`config.mk`:
```
export PLATFORM = sky130hd
export DESIGN_NAME = acq_timing_gen
export DESIGN_NICKNAME = d
export VERILOG_FILES = /design/src/rtl/acq_pkg.sv /design/src/rtl/period_tracker.sv /design/src/rtl/acq_timing_gen.sv
export SDC_FILE = /design/constraint.sdc
export NUM_CORES = 1
export LEC_CHECK = 0
export ABC_AREA = 1
export BUFFER_PORTS_ARGS = -buffer_cell sky130_fd_sc_hd__buf_2
export CAP_MARGIN = 20
export CORE_ASPECT_RATIO = 1.75
export CORE_UTILIZATION = 60
export CTS_BUF_LIST = sky130_fd_sc_hd__clkbuf_8
export DETAILED_ROUTE_END_ITERATION = 8
export PLACE_DENSITY = 0.84
export SETUP_SLACK_MARGIN = 0.4
export SYNTH_ARGS = -nofsm -noshare
export SYNTH_HDL_FRONTEND = slang
export SYNTH_SLANG_ARGS = --single-unit
```
`constraint.sdc`:
```
create_clock -name clk -period 3.8 [get_ports clk]
set_clock_uncertainty 0.05 [all_clocks]
set_input_delay 0.19 -clock clk [delete_from_list [all_inputs] [get_ports clk]]
set_output_delay 0.19 -clock clk [all_outputs]
set_load 0.02 [all_outputs]
```
`src/rtl/acq_pkg.sv`:
```
// Shared definitions for the acquisition timing generator: FSM state codes, sampling
// constants and range codes.
package acq_pkg;

  localparam int unsigned SAMPLES_PER_PERIOD = 32;
  localparam int unsigned SAMPLE_SHIFT       = 5;
  localparam int unsigned WD_PERIODS         = 40;

  typedef logic [2:0] state_t;

  localparam state_t ST_IDLE       = 3'd0;
  localparam state_t ST_LOCK       = 3'd1;
  localparam state_t ST_DIAP_START = 3'd2;
  localparam state_t ST_DIAP_WAIT  = 3'd3;
  localparam state_t ST_RANGE_EVAL = 3'd4;
  localparam state_t ST_RES_START  = 3'd5;
  localparam state_t ST_RES_WAIT   = 3'd6;
  localparam state_t ST_PUBLISH    = 3'd7;

  localparam logic [1:0] RANGE_LOW  = 2'd0;
  localparam logic [1:0] RANGE_MID  = 2'd1;
  localparam logic [1:0] RANGE_HIGH = 2'd2;

  function automatic logic [1:0] range_classify(input logic [31:0] m,
                                                input logic [31:0] lo_thr,
                                                input logic [31:0] hi_thr);
    if (m >= hi_thr) return RANGE_HIGH;
    if (m >= lo_thr) return RANGE_MID;
    return RANGE_LOW;
  endfunction

endpackage

```
`src/rtl/period_tracker.sv`:
```
// Synchronises period_sync, measures the sync period and paces 32 sample pulses per period.
module period_tracker
  import acq_pkg::*;
#(
  parameter int unsigned PERIOD_CNT_WIDTH = 20,
  parameter int unsigned MIN_PERIOD       = 1024,
  parameter int unsigned MAX_PERIOD       = 1000000
) (
  input  logic       clk,
  input  logic       rst,
  input  logic       period_sync,
  output logic       sync_edge,
  output logic       sample_pulse,
  output logic [4:0] sample_idx,
  output logic       period_ok
);

  localparam int unsigned IW = PERIOD_CNT_WIDTH - SAMPLE_SHIFT;
  localparam logic [PERIOD_CNT_WIDTH-1:0] MinP = PERIOD_CNT_WIDTH'(MIN_PERIOD);
  localparam logic [PERIOD_CNT_WIDTH-1:0] MaxP = PERIOD_CNT_WIDTH'(MAX_PERIOD);
  localparam logic [4:0] LastIdx = 5'(SAMPLES_PER_PERIOD - 1);

  logic                        r_sync_meta, r_sync_sync, r_sync_prev, r_sync_edge;
  logic [PERIOD_CNT_WIDTH-1:0] r_cnt;
  logic                        r_seen_edge;
  logic [1:0]                  r_valid_cnt;
  logic [IW-1:0]               r_interval, r_tmr;
  logic [4:0]                  r_idx;
  logic                        r_active;

  logic [PERIOD_CNT_WIDTH-1:0] w_measured;
  logic                        w_in_range, w_timeout;

  assign w_measured = r_cnt + 1'b1;
  assign w_in_range = (w_measured >= MinP) && (w_measured <= MaxP);
  assign w_timeout  = !r_sync_edge && (r_cnt == MaxP);

  always_ff @(posedge clk or posedge rst) begin
    if (rst) begin
      r_sync_meta <= 1'b0;
      r_sync_sync <= 1'b0;
      r_sync_prev <= 1'b0;
      r_sync_edge <= 1'b0;
    end else begin
      r_sync_meta <= period_sync;
      r_sync_sync <= r_sync_meta;
      r_sync_prev <= r_sync_sync;
      r_sync_edge <= r_sync_sync & ~r_sync_prev;
    end
  end

  // The first edge after reset or a timeout only opens a measurement window.
  always_ff @(posedge clk or posedge rst) begin
    if (rst) begin
      r_cnt       <= '0;
      r_seen_edge <= 1'b0;
      r_valid_cnt <= 2'd0;
      r_interval  <= '0;
    end else if (r_sync_edge) begin
      r_cnt       <= '0;
      r_seen_edge <= 1'b1;
      if (r_seen_edge && w_in_range) begin
        if (r_valid_cnt != 2'd2) r_valid_cnt <= r_valid_cnt + 2'd1;
        r_interval <= w_measured[PERIOD_CNT_WIDTH-1:SAMPLE_SHIFT];
      end else begin
        r_valid_cnt <= 2'd0;
      end
    end else if (w_timeout) begin
      r_cnt       <= r_cnt + 1'b1;
      r_seen_edge <= 1'b0;
      r_valid_cnt <= 2'd0;
    end else if (r_cnt < MaxP) begin
      r_cnt <= r_cnt + 1'b1;
    end
  end

  always_ff @(posedge clk or posedge rst) begin
    if (rst) begin
      r_tmr    <= '0;
      r_idx    <= 5'd0;
      r_active <= 1'b0;
    end else if (r_sync_edge) begin
      r_tmr    <= '0;
      r_idx    <= 5'd0;
      r_active <= 1'b1;
    end else if (r_active) begin
      if (r_tmr == r_interval - 1'b1) begin
        r_tmr <= '0;
        if (r_idx == LastIdx) r_active <= 1'b0;
        else                  r_idx    <= r_idx + 5'd1;
      end else begin
        r_tmr <= r_tmr + 1'b1;
      end
    end
  end

  assign sync_edge    = r_sync_edge;
  assign sample_pulse = r_active && (r_tmr == '0);
  assign sample_idx   = r_idx;
  assign period_ok    = (r_valid_cnt == 2'd2);

endmodule

```
`src/rtl/acq_timing_gen.sv`:
```
// Acquisition timing generator: locks to period_sync, paces ADC samples and sequences
// range/result conversion cycles. Define ACQ_WATCHDOG_EN to add the wait-state watchdog.
module acq_timing_gen
  import acq_pkg::*;
#(
  parameter int unsigned           DATA_WIDTH       = 18,
  parameter int unsigned           PERIOD_CNT_WIDTH = 20,
  parameter int unsigned           MIN_PERIOD       = 1024,
  parameter int unsigned           MAX_PERIOD       = 1000000,
  parameter logic [DATA_WIDTH-1:0] RANGE_LO_THR     = 18'h08000,
  parameter logic [DATA_WIDTH-1:0] RANGE_HI_THR     = 18'h20000
) (
  input  logic                  clk,
  input  logic                  rst,
  input  logic                  period_sync,
  input  logic                  adc_complete,
  input  logic [DATA_WIDTH-1:0] data_in_1,
  input  logic [DATA_WIDTH-1:0] data_in_2,
  output logic                  sample_adc,
  output logic                  start_cycle_conv,
  output logic                  read_diapason,
  output logic                  halfcycle,
  output logic [1:0]            range_code,
  output logic [DATA_WIDTH-1:0] result_1,
  output logic [DATA_WIDTH-1:0] result_2,
  output logic                  result_valid,
  output logic                  sync_lost
);

  logic       w_sync_edge, w_sample_pulse, w_period_ok;
  logic [4:0] w_sample_idx;

  period_tracker #(
    .PERIOD_CNT_WIDTH(PERIOD_CNT_WIDTH),
    .MIN_PERIOD      (MIN_PERIOD),
    .MAX_PERIOD      (MAX_PERIOD)
  ) u_period_tracker (
    .clk         (clk),
    .rst         (rst),
    .period_sync (period_sync),
    .sync_edge   (w_sync_edge),
    .sample_pulse(w_sample_pulse),
    .sample_idx  (w_sample_idx),
    .period_ok   (w_period_ok)
  );

  state_t                r_state, w_state_next;
  logic                  r_sample_adc, r_sample_ext;
  logic                  r_start_conv, r_conv_ext;
  logic                  r_read_diapason;
  logic [1:0]            r_range_code;
  logic [DATA_WIDTH-1:0] r_result_1, r_result_2;
  logic                  r_result_valid;
  logic                  w_in_acq, w_in_wait, w_launch, w_abort, w_wd_fire;
  logic [DATA_WIDTH-1:0] w_max;

  assign w_in_acq  = (r_state >= ST_DIAP_START) && (r_state <= ST_RES_WAIT);
  assign w_in_wait = (r_state == ST_DIAP_WAIT) || (r_state == ST_RES_WAIT);
  assign w_max     = (data_in_1 >= data_in_2) ? data_in_1 : data_in_2;
  assign w_abort   = w_in_acq && (!w_period_ok || w_wd_fire);

`ifdef ACQ_WATCHDOG_EN
  logic [5:0] r_wd_cnt;
  logic       r_wd_pulse;

  // Fires on the sync edge that ends the 41st full period spent in a wait state.
  assign w_wd_fire = w_in_wait && w_sync_edge && (r_wd_cnt == 6'(WD_PERIODS));

  always_ff @(posedge clk or posedge rst) begin
    if (rst) begin
      r_wd_cnt   <= 6'd0;
      r_wd_pulse <= 1'b0;
    end else begin
      r_wd_pulse <= w_wd_fire;
      if (!w_in_wait || w_wd_fire) r_wd_cnt <= 6'd0;
      else if (w_sync_edge)        r_wd_cnt <= r_wd_cnt + 6'd1;
    end
  end

  assign sync_lost = ~w_period_ok | r_wd_pulse;
`else
  assign w_wd_fire = 1'b0;
  assign sync_lost = ~w_period_ok;
`endif

  // Conversions launch only on a sync edge, and only once read_diapason has settled.
  always_comb begin
    w_state_next = r_state;
    w_launch     = 1'b0;
    case (r_state)
      ST_IDLE:       w_state_next = ST_LOCK;
      ST_LOCK:       if (w_period_ok) w_state_next = ST_DIAP_START;
      ST_DIAP_START: begin
        if (w_sync_edge && r_read_diapason) begin
          w_launch     = 1'b1;
          w_state_next = ST_DIAP_WAIT;
        end
      end
      ST_DIAP_WAIT:  if (adc_complete) w_state_next = ST_RANGE_EVAL;
      ST_RANGE_EVAL: w_state_next = ST_RES_START;
      ST_RES_START: begin
        if (w_sync_edge && !r_read_diapason) begin
          w_launch     = 1'b1;
          w_state_next = ST_RES_WAIT;
        end
      end
      ST_RES_WAIT:   if (adc_complete) w_state_next = ST_PUBLISH;
      ST_PUBLISH:    w_state_next = ST_DIAP_START;
      default:       w_state_next = ST_IDLE;
    endcase
    if (w_abort) begin
      w_state_next = ST_LOCK;
      w_launch     = 1'b0;
    end
  end

  always_ff @(posedge clk or posedge rst) begin
    if (rst) begin
      r_state         <= ST_IDLE;
      r_sample_adc    <= 1'b0;
      r_sample_ext    <= 1'b0;
      r_start_conv    <= 1'b0;
      r_conv_ext      <= 1'b0;
      r_read_diapason <= 1'b0;
      r_range_code    <= RANGE_LOW;
      r_result_1      <= '0;
      r_result_2      <= '0;
      r_result_valid  <= 1'b0;
    end else begin
      r_state <= w_state_next;

      if (!w_period_ok) begin
        r_sample_adc <= 1'b0;
        r_sample_ext <= 1'b0;
      end else if (w_sample_pulse) begin
        r_sample_adc <= 1'b1;
        r_sample_ext <= 1'b1;
      end else if (r_sample_ext) begin
        r_sample_ext <= 1'b0;
      end else begin
        r_sample_adc <= 1'b0;
      end

      if (w_launch) begin
        r_start_conv <= 1'b1;
        r_conv_ext   <= 1'b1;
      end else if (r_conv_ext) begin
        r_conv_ext <= 1'b0;
      end else begin
        r_start_conv <= 1'b0;
      end

      if (w_abort)                       r_read_diapason <= 1'b0;
      else if (r_state == ST_DIAP_START) r_read_diapason <= 1'b1;
      else if (r_state == ST_RES_START)  r_read_diapason <= 1'b0;

      if (r_state == ST_RANGE_EVAL) begin
        r_range_code <= range_classify(32'(w_max), 32'(RANGE_LO_THR), 32'(RANGE_HI_THR));
      end

      r_result_valid <= (r_state == ST_PUBLISH);
      if (r_state == ST_PUBLISH) begin
        r_result_1 <= data_in_1;
        r_result_2 <= data_in_2;
      end
    end
  end

  assign sample_adc       = r_sample_adc;
  assign start_cycle_conv = r_start_conv;
  assign read_diapason    = r_read_diapason;
  assign halfcycle        = w_period_ok && (w_sample_idx >= 5'd16);
  assign range_code       = r_range_code;
  assign result_1         = r_result_1;
  assign result_2         = r_result_2;
  assign result_valid     = r_result_valid;

endmodule

```
== Yosys cells after proc, flatten, opt, wreduce, memory -nomap -nowiden ==
Index checks and enable logic that the tools add are counted.
Cells by class
  add/subtract/negate cells: 5
  magnitude comparators: 9
  eq/ne operators: 21
  mux-type cells: 52
  bitwise gates (word level): 3
  reductions and logical operators: 23
Operators by type and width (number)
  20-bit 2-to-1 mux: 3
  15-bit 2-to-1 mux: 3
  1-bit 2-to-1 mux: 25
  3-bit one-hot mux with 8 select lines: 1
  20-bit by 1-bit adder with 20-bit output (second input constant): 1
  20-bit == test (second input constant): 1
  20-bit by 11-bit greater-or-equal comparator with 1-bit output (second input constant): 1
  20-bit less-or-equal comparator (second input constant): 1
  20-bit < comparator (second input constant): 1
  5-bit 2-to-1 mux: 4
  18-bit by 16-bit greater-or-equal comparator with 1-bit output (second input constant): 1
  18-bit greater-or-equal comparator: 1
  18-bit greater-or-equal comparator (second input constant): 1
  18-bit 2-to-1 mux: 1
  3-bit 2-to-1 mux: 6
  3-bit inequality test (second input constant): 6
  2-bit 2-to-1 mux: 8
  15-bit by 1-bit adder with 15-bit output (second input constant): 1
  15-bit == test: 1
  15-bit logical NOT: 1
  15-bit by 1-bit subtractor with 15-bit output (second input constant): 1
  3-bit == test (second input constant): 4
  1-bit logical AND: 9
  3-bit by 2-bit == test with 1-bit output (second input constant): 2
  21 further kinds: 29
Word-level totals
  register bits after elaboration: 110
  input bits: 40
  output and inout port bits: 44

== Longest topological paths before layout ==
  depth in word-level cells: 9
  gate-level depth with buffers: 18
  mapped depth without buffers: 17

== By module ==
Synthesis repeated with hierarchy kept, for this count alone.
Second synthesis, totals
  cells, all modules: 861
  area, all modules: 6507.5 um^2
Modules (own cells, without submodules)
  period_tracker: times used 1, cells an instance 556, area each 4013.8 um^2, seq. area each 1576.5 um^2
  acq_timing_gen: times used 1, cells an instance 305, area each 2493.6 um^2, seq. area each 1176.1 um^2

== Worst setup path before layout ==
Ideal clock, no wire load.
  path kind: register to register
  from: reg u_period_tracker.r_cnt[0]
  to: reg u_period_tracker.r_interval[3]
  setup time: 0.120 ns
  arrival time: 2.003 ns
  path slack: 1.628 ns
  stages on the path, launching flop included: 16
  clock period less this slack: 2.172 ns
  cells stage by stage: dfrtp_1 ha_1 nand2_2 nor2_4 nand3_1 nand2_1 nand2_1 a21oi_1 nand3_1 nand2_1 nand2_1 a21oi_4 inv_2 buf_6 nand2_1 o21ai_2
Between the ends
  word-level cells in the longest chain between the ends: 5
  elaborated cells on any way between the ends: 6
  those cells by class: add/sub (1); order compare (2); reduce/logical (3)
Ends and longest elaborated chain
  start: declaration: line period_tracker.sv:24  | logic [PERIOD_CNT_WIDTH-1:0] r_cnt;
  start signal: assignment: line period_tracker.sv:69  | r_cnt <= r_cnt + 1'b1;
  start signal: assignment: line period_tracker.sv:73  | r_cnt <= r_cnt + 1'b1;
  20-bit by 1-bit adder with 20-bit output *: line period_tracker.sv:34  | assign w_measured = r_cnt + 1'b1;
  20-bit by 11-bit greater-or-equal comparator with 1-bit output or 20-bit less-or-equal comparator (tied branches): line period_tracker.sv:35  | assign w_in_range = (w_measured >= MinP) && (w_measured <= MaxP);
  1-bit logical AND: line period_tracker.sv:35
  1-bit logical AND: line period_tracker.sv:62  | if (r_seen_edge && w_in_range) begin
  2-bit AND reduction (no line)
  end signal: assignment: line period_tracker.sv:64  | r_interval <= w_measured[PERIOD_CNT_WIDTH-1:SAMPLE_SHIFT];
  end: declaration: line period_tracker.sv:27  | logic [IW-1:0] r_interval, r_tmr;
Mark *: on every way between the ends. The rest lies on a longest branch, timed or not.
A chain may end at the register's enable or synchronous reset.

== Worst setup path in the final report ==
  from: reg u_period_tracker.r_cnt[4]
  to: reg u_period_tracker.r_interval[1]
Same word-level chain as after synthesis.

==> results.md <==
Run status:
- The flow ran to the end, but the final reports show violations.
- The final reports fail on hold timing.

Synthesis:
- During synthesis, Yosys emitted a total of 0 warnings.
- The number of nets handed over by synthesis was slightly below 900.
- For this run, the leading register cell type out of synthesis is dfrtp_1.
- The average cell area after synthesis is 7.73 µm².
- The synthesis-stage register bit count is 110.
- The area fraction of the dominant cell type after synthesis is 0.440.
- Summing every instance area after synthesis gives 6260 µm².
- The number of unique standard cell types used by synthesis is 36.
- In the post-synthesis netlist, the biggest area contributors are dfrtp_1 (44%), nand2_1 (14%), inv_1 (5.8%).
- In the synthesized netlist the async set-or-reset flop fraction comes to 1.00.
- The register area share after synthesis is 0.440.
- The largest total area in the synthesized netlist belongs to dfrtp_1.
- The synthesized design contains 0 enable-type register cells.
- The synthesized netlist cell count is between 800 and 900.

Worst setup path:
- The cell that appears most often on the critical path is nand2_1.
- At the worst endpoint, the required time is 4.06 ns.
- The kind of critical path is flip-flop to flip-flop.
- Data arrives at the worst endpoint at slightly below 3 ns.
- For this design, the slowest cell found on the critical path is dfrtp_1.
- The kind of start point of the critical path is a flip-flop.
- The signal on the critical path passes through nand2_1, nor2_1, nand2_1, nor2_1, nand2_1, nand2_1, nand2_1, inv_1, nand2_1, nor2_1, nand2_1, nand2_1, a21oi_4, inv_2, nand2_1, o21ai_2.
- In this run the worst path has a maximum fanout of 26.
- The largest incremental delay on the critical path is just over 0.4 ns.
- The worst setup path is captured at a flip-flop.

Cells and area:
- In the final layout, the multi-input gates occupy between 3000 and 4000 µm².
- The final design utilization is 0.698.
- Of the cells placed in the final design, the portion with a size suffix greater than 1 is 0.149.
- The number of antenna diodes in the final layout is 0.
- The post-synthesis to final-layout area growth is 14.1%.
- The number of inserted filler cells in the final layout is 801.
- Leaving out fill and tap cells, the most frequent cells in the layout are nand2_1 (238), dfrtp_1 (110), inv_1 (97).
- The net count of the finished layout is between 900 and 1k.
- The combined flip-flop and latch cell area is approximately 2800 µm².
- Leaving out fill and tap cells, the most frequent cell in the layout is nand2_1.

Detailed routing:
- For this block, the routed nets add up to 15.5 mm of wire.
- The routed length per instance is 14.9 µm.
- The number of vias per cell is between 5 and 6.
- The iteration count of the initial detailed-routing pass is 5.
- The routed layout has 5709 vias.
- In the routed design, unresolved DRC markers number 0.
- The detailed router finished its first iteration with 381 violations.
- The detail route stage leaves a number of antenna-violating nets equal to 0.

Timing:
- Setup violations remaining at the end of the flow were counted as 0.
- For the pin with the worst max-slew slack, the measured transition is 0.971 ns.
- Setup repair after global routing left no endpoint under its margin.
- The final-layout setup total negative slack is 0 ns.
- The count of final max-slew check failures is 0.
- The portion of the clock cycle consumed by the worst path in the final layout is 0.715.
- The post-layout worst setup margin is 1.08 ns.
- The minimum hold slack is -0.0298 ns.
- The final-report hold violation count is 17.
- The worst path needs 2.72 ns of the cycle, external delays included.
- Based on the critical path, the design can be clocked at up to 0.368 GHz.
- The worst slew margin relative to its limit is 0.353.

GRT:
- The number of antenna violations at the first check in global routing is 0.
- The first-pass GRT wire length is 25.1 mm.
- Entering global routing, the biggest net connects just over 80 pins.
- The number of global-route vias before repair came to between 5k and 6k.
- The total global-route track usage is 0.303.
- The total overflow left after global routing is 0.

Power and ir drop:
- Of the total power, the clock network draws 0.286.
- For this design the total switching power over the nets is approximately 0.00065 W.
- Overall power consumption after layout is estimated at ~0.0022 W.
- The cell area power density is 312 nW/µm².
- VDD sags by at most around 0.00023 V.
- The static power due to leakage is 3.58 nW.
- Internal power comes to 0.00158 W.
- The combinational power share is 0.142.
- The sequential fraction of design power is 0.571.
- The net switching fraction of the power is 0.291.

Die:
- The core area is ~10000 µm².
- The y dimension of the die is 137 µm.
- The die covers 10900 µm².
- The top-level I/O count is 84.
- The initial standard-cell utilization of the core is 0.612.
- From left edge to right edge, the die measures 79.2 µm.
- The site row count is about 50.

Clock network:
- The buffer cell driving the clock tree root is clkbuf_8.
- TritonCTS built the clock tree.
- In this run, post-CTS repair resized a total of 0 instances.
- The maximum count of clock buffers along a single path is 2.
- The depth of the CTS H-tree is 3.
- The clock net in this run drives a total of 110 sinks.
- The TritonCTS buffer count is 9.
- The clock network latency to the later pin of the worst-skew pair is about 0.38 ns.
- Clock-pin slew was measured on the worst setup and hold paths at 0.11 ns.

Hold path:
- The path class of the tightest hold or removal check is input pin to asynchronous set/reset pin.

Placement:
- The number of port buffers is 83.
- Detailed placement ended at an HPWL of 11.3 mm.
- The placement-stage worst setup slack is between 1 and 1.5 ns.
- The routability congestion estimate from global placement is between 0.9 and 1.

Flow run:
- The number of max-capacitance violations reported is 0.
==> what timing repair did <==
action,in CTS,in global routing
endpoints found under the hold margin,18,0
buffers inserted,0,0
hold buffers,18,0
==> cell type report <==
cell class	count	area share
Timing Repair Buffer	107	0.0897
Clock buffer	9	0.0173
Clock inverter	6	0.00665
Sequential cell	110	0.385
Inverter	100	0.0529
Tap cell	127	0.0222
Multi-Input combinational cell	580	0.426
==> final timing paths <==
path | start | end | slack (ns) | depth (start not counted)
min reg2reg | u_period_tracker.r_sync_meta$_DFF_PP0_ | u_period_tracker.r_sync_sync$_DFF_PP0_ | 0.31 | 0
max | u_period_tracker.r_cnt[4]$_DFFE_PP0P_ | u_period_tracker.r_interval[1]$_DFFE_PP0P_ | 1.08 | 16
min in group clk | data_in_2[12] | result_2[12]$_DFFE_PP0P_ | 0.03 | 3
min | rst | u_period_tracker.r_cnt[5]$_DFFE_PP0P_ | -0.03 | 2
max reg2reg | u_period_tracker.r_cnt[4]$_DFFE_PP0P_ | u_period_tracker.r_interval[1]$_DFFE_PP0P_ | 1.08 | 16
max in group asynchronous | rst | u_period_tracker.r_interval[14]$_DFFE_PP0P_ | 2.92 | 3
==> state kept, by name, summed over array words and instances, names as in the netlist, 2 cells and up <==
name,cells
r_state,3
range_code,2
result_1,18
result_2,18
u_period_tracker.r_cnt,20
u_period_tracker.r_interval,15
u_period_tracker.r_tmr,15
u_period_tracker.r_valid_cnt,2
u_period_tracker.sample_idx,5
==> power groups by stage <==
stage / sequential [W] / clock (W) / combinational [W]
6_report: 0.00128 / 0.000639 / 0.000318
2_1_floorplan: 0.00128 / 0 / 0.000221
4_1_cts: 0.00127 / 0.000645 / 0.000315
5_1_grt: 0.00128 / 0.000690 / 0.000362
3_3_place_gp: 0.00129 / 0 / 0.000294
3_5_place_dp: 0.00130 / 0 / 0.000300
==> metrics by stage <==
| step | cells | hold slack (ns) | area (µm²) |
|---|---|---|---|
| finish | 1039 | -0.0298 | 7140 |
| global route | 1039 | 0.0338 | 7140 |
| CTS | 1039 | 0.00142 | 7140 |
| detailed placement | 1006 | 0.250 | 6790 |
| global placement | 1006 | 0.248 | 6790 |
| floorplan | 810 | 0.171 | 6260 |
==> critical path: cells and delay by family (launching register included) <==
kind	cells	cell delay, ns
and+or+nand+nor	12	1.51
AOI/OAI and AO/OA	2	0.15
buffers and inverters	2	0.52
DFF	1	0.41
==> per-layer routing <==
layer  GRT usage  share of wire  wire length [µm]
met5           0              0                 0
met4       0.172          0.047               727
met3      0.0593          0.050               779
met2       0.544           0.52              8100
met1       0.325           0.38              5850
==> cell usage after synthesis, types with 2 or more instances <==
cell and count:
nor2_4 2, o21ai_0 48, nand3_1 39, xnor2_1 12
o21ai_2 13, nand4_1 23, ha_1 27, dfrtp_1 110
a31oi_1 2, clkbuf_1 17, o22ai_1 17, inv_2 3
nand2_1 238, nor2_1 65, nor3_1 14, nor2_2 6
xor2_1 20, buf_6 2, o21bai_1 2, o2111ai_1 2
inv_1 97, o211ai_1 2, nand2_2 3, o21ai_1 3
a21oi_1 25, or2_2 3, nor4_1 6
==> kinds of logic (layout without fill, tap and decap cells) <==
kind of cell	Yosys count	in the layout	synth area share
buffers and inverters	120	222	0.0745
AO/OA/AOI/OAI	117	117	0.111
adder cells (fa/ha/maj)	27	27	0.0539
flip-flops	110	110	0.440
XOR/XNOR	33	33	0.0484
AND/OR/NAND/NOR	403	403	0.273
(Power assumes the default switching activity.)
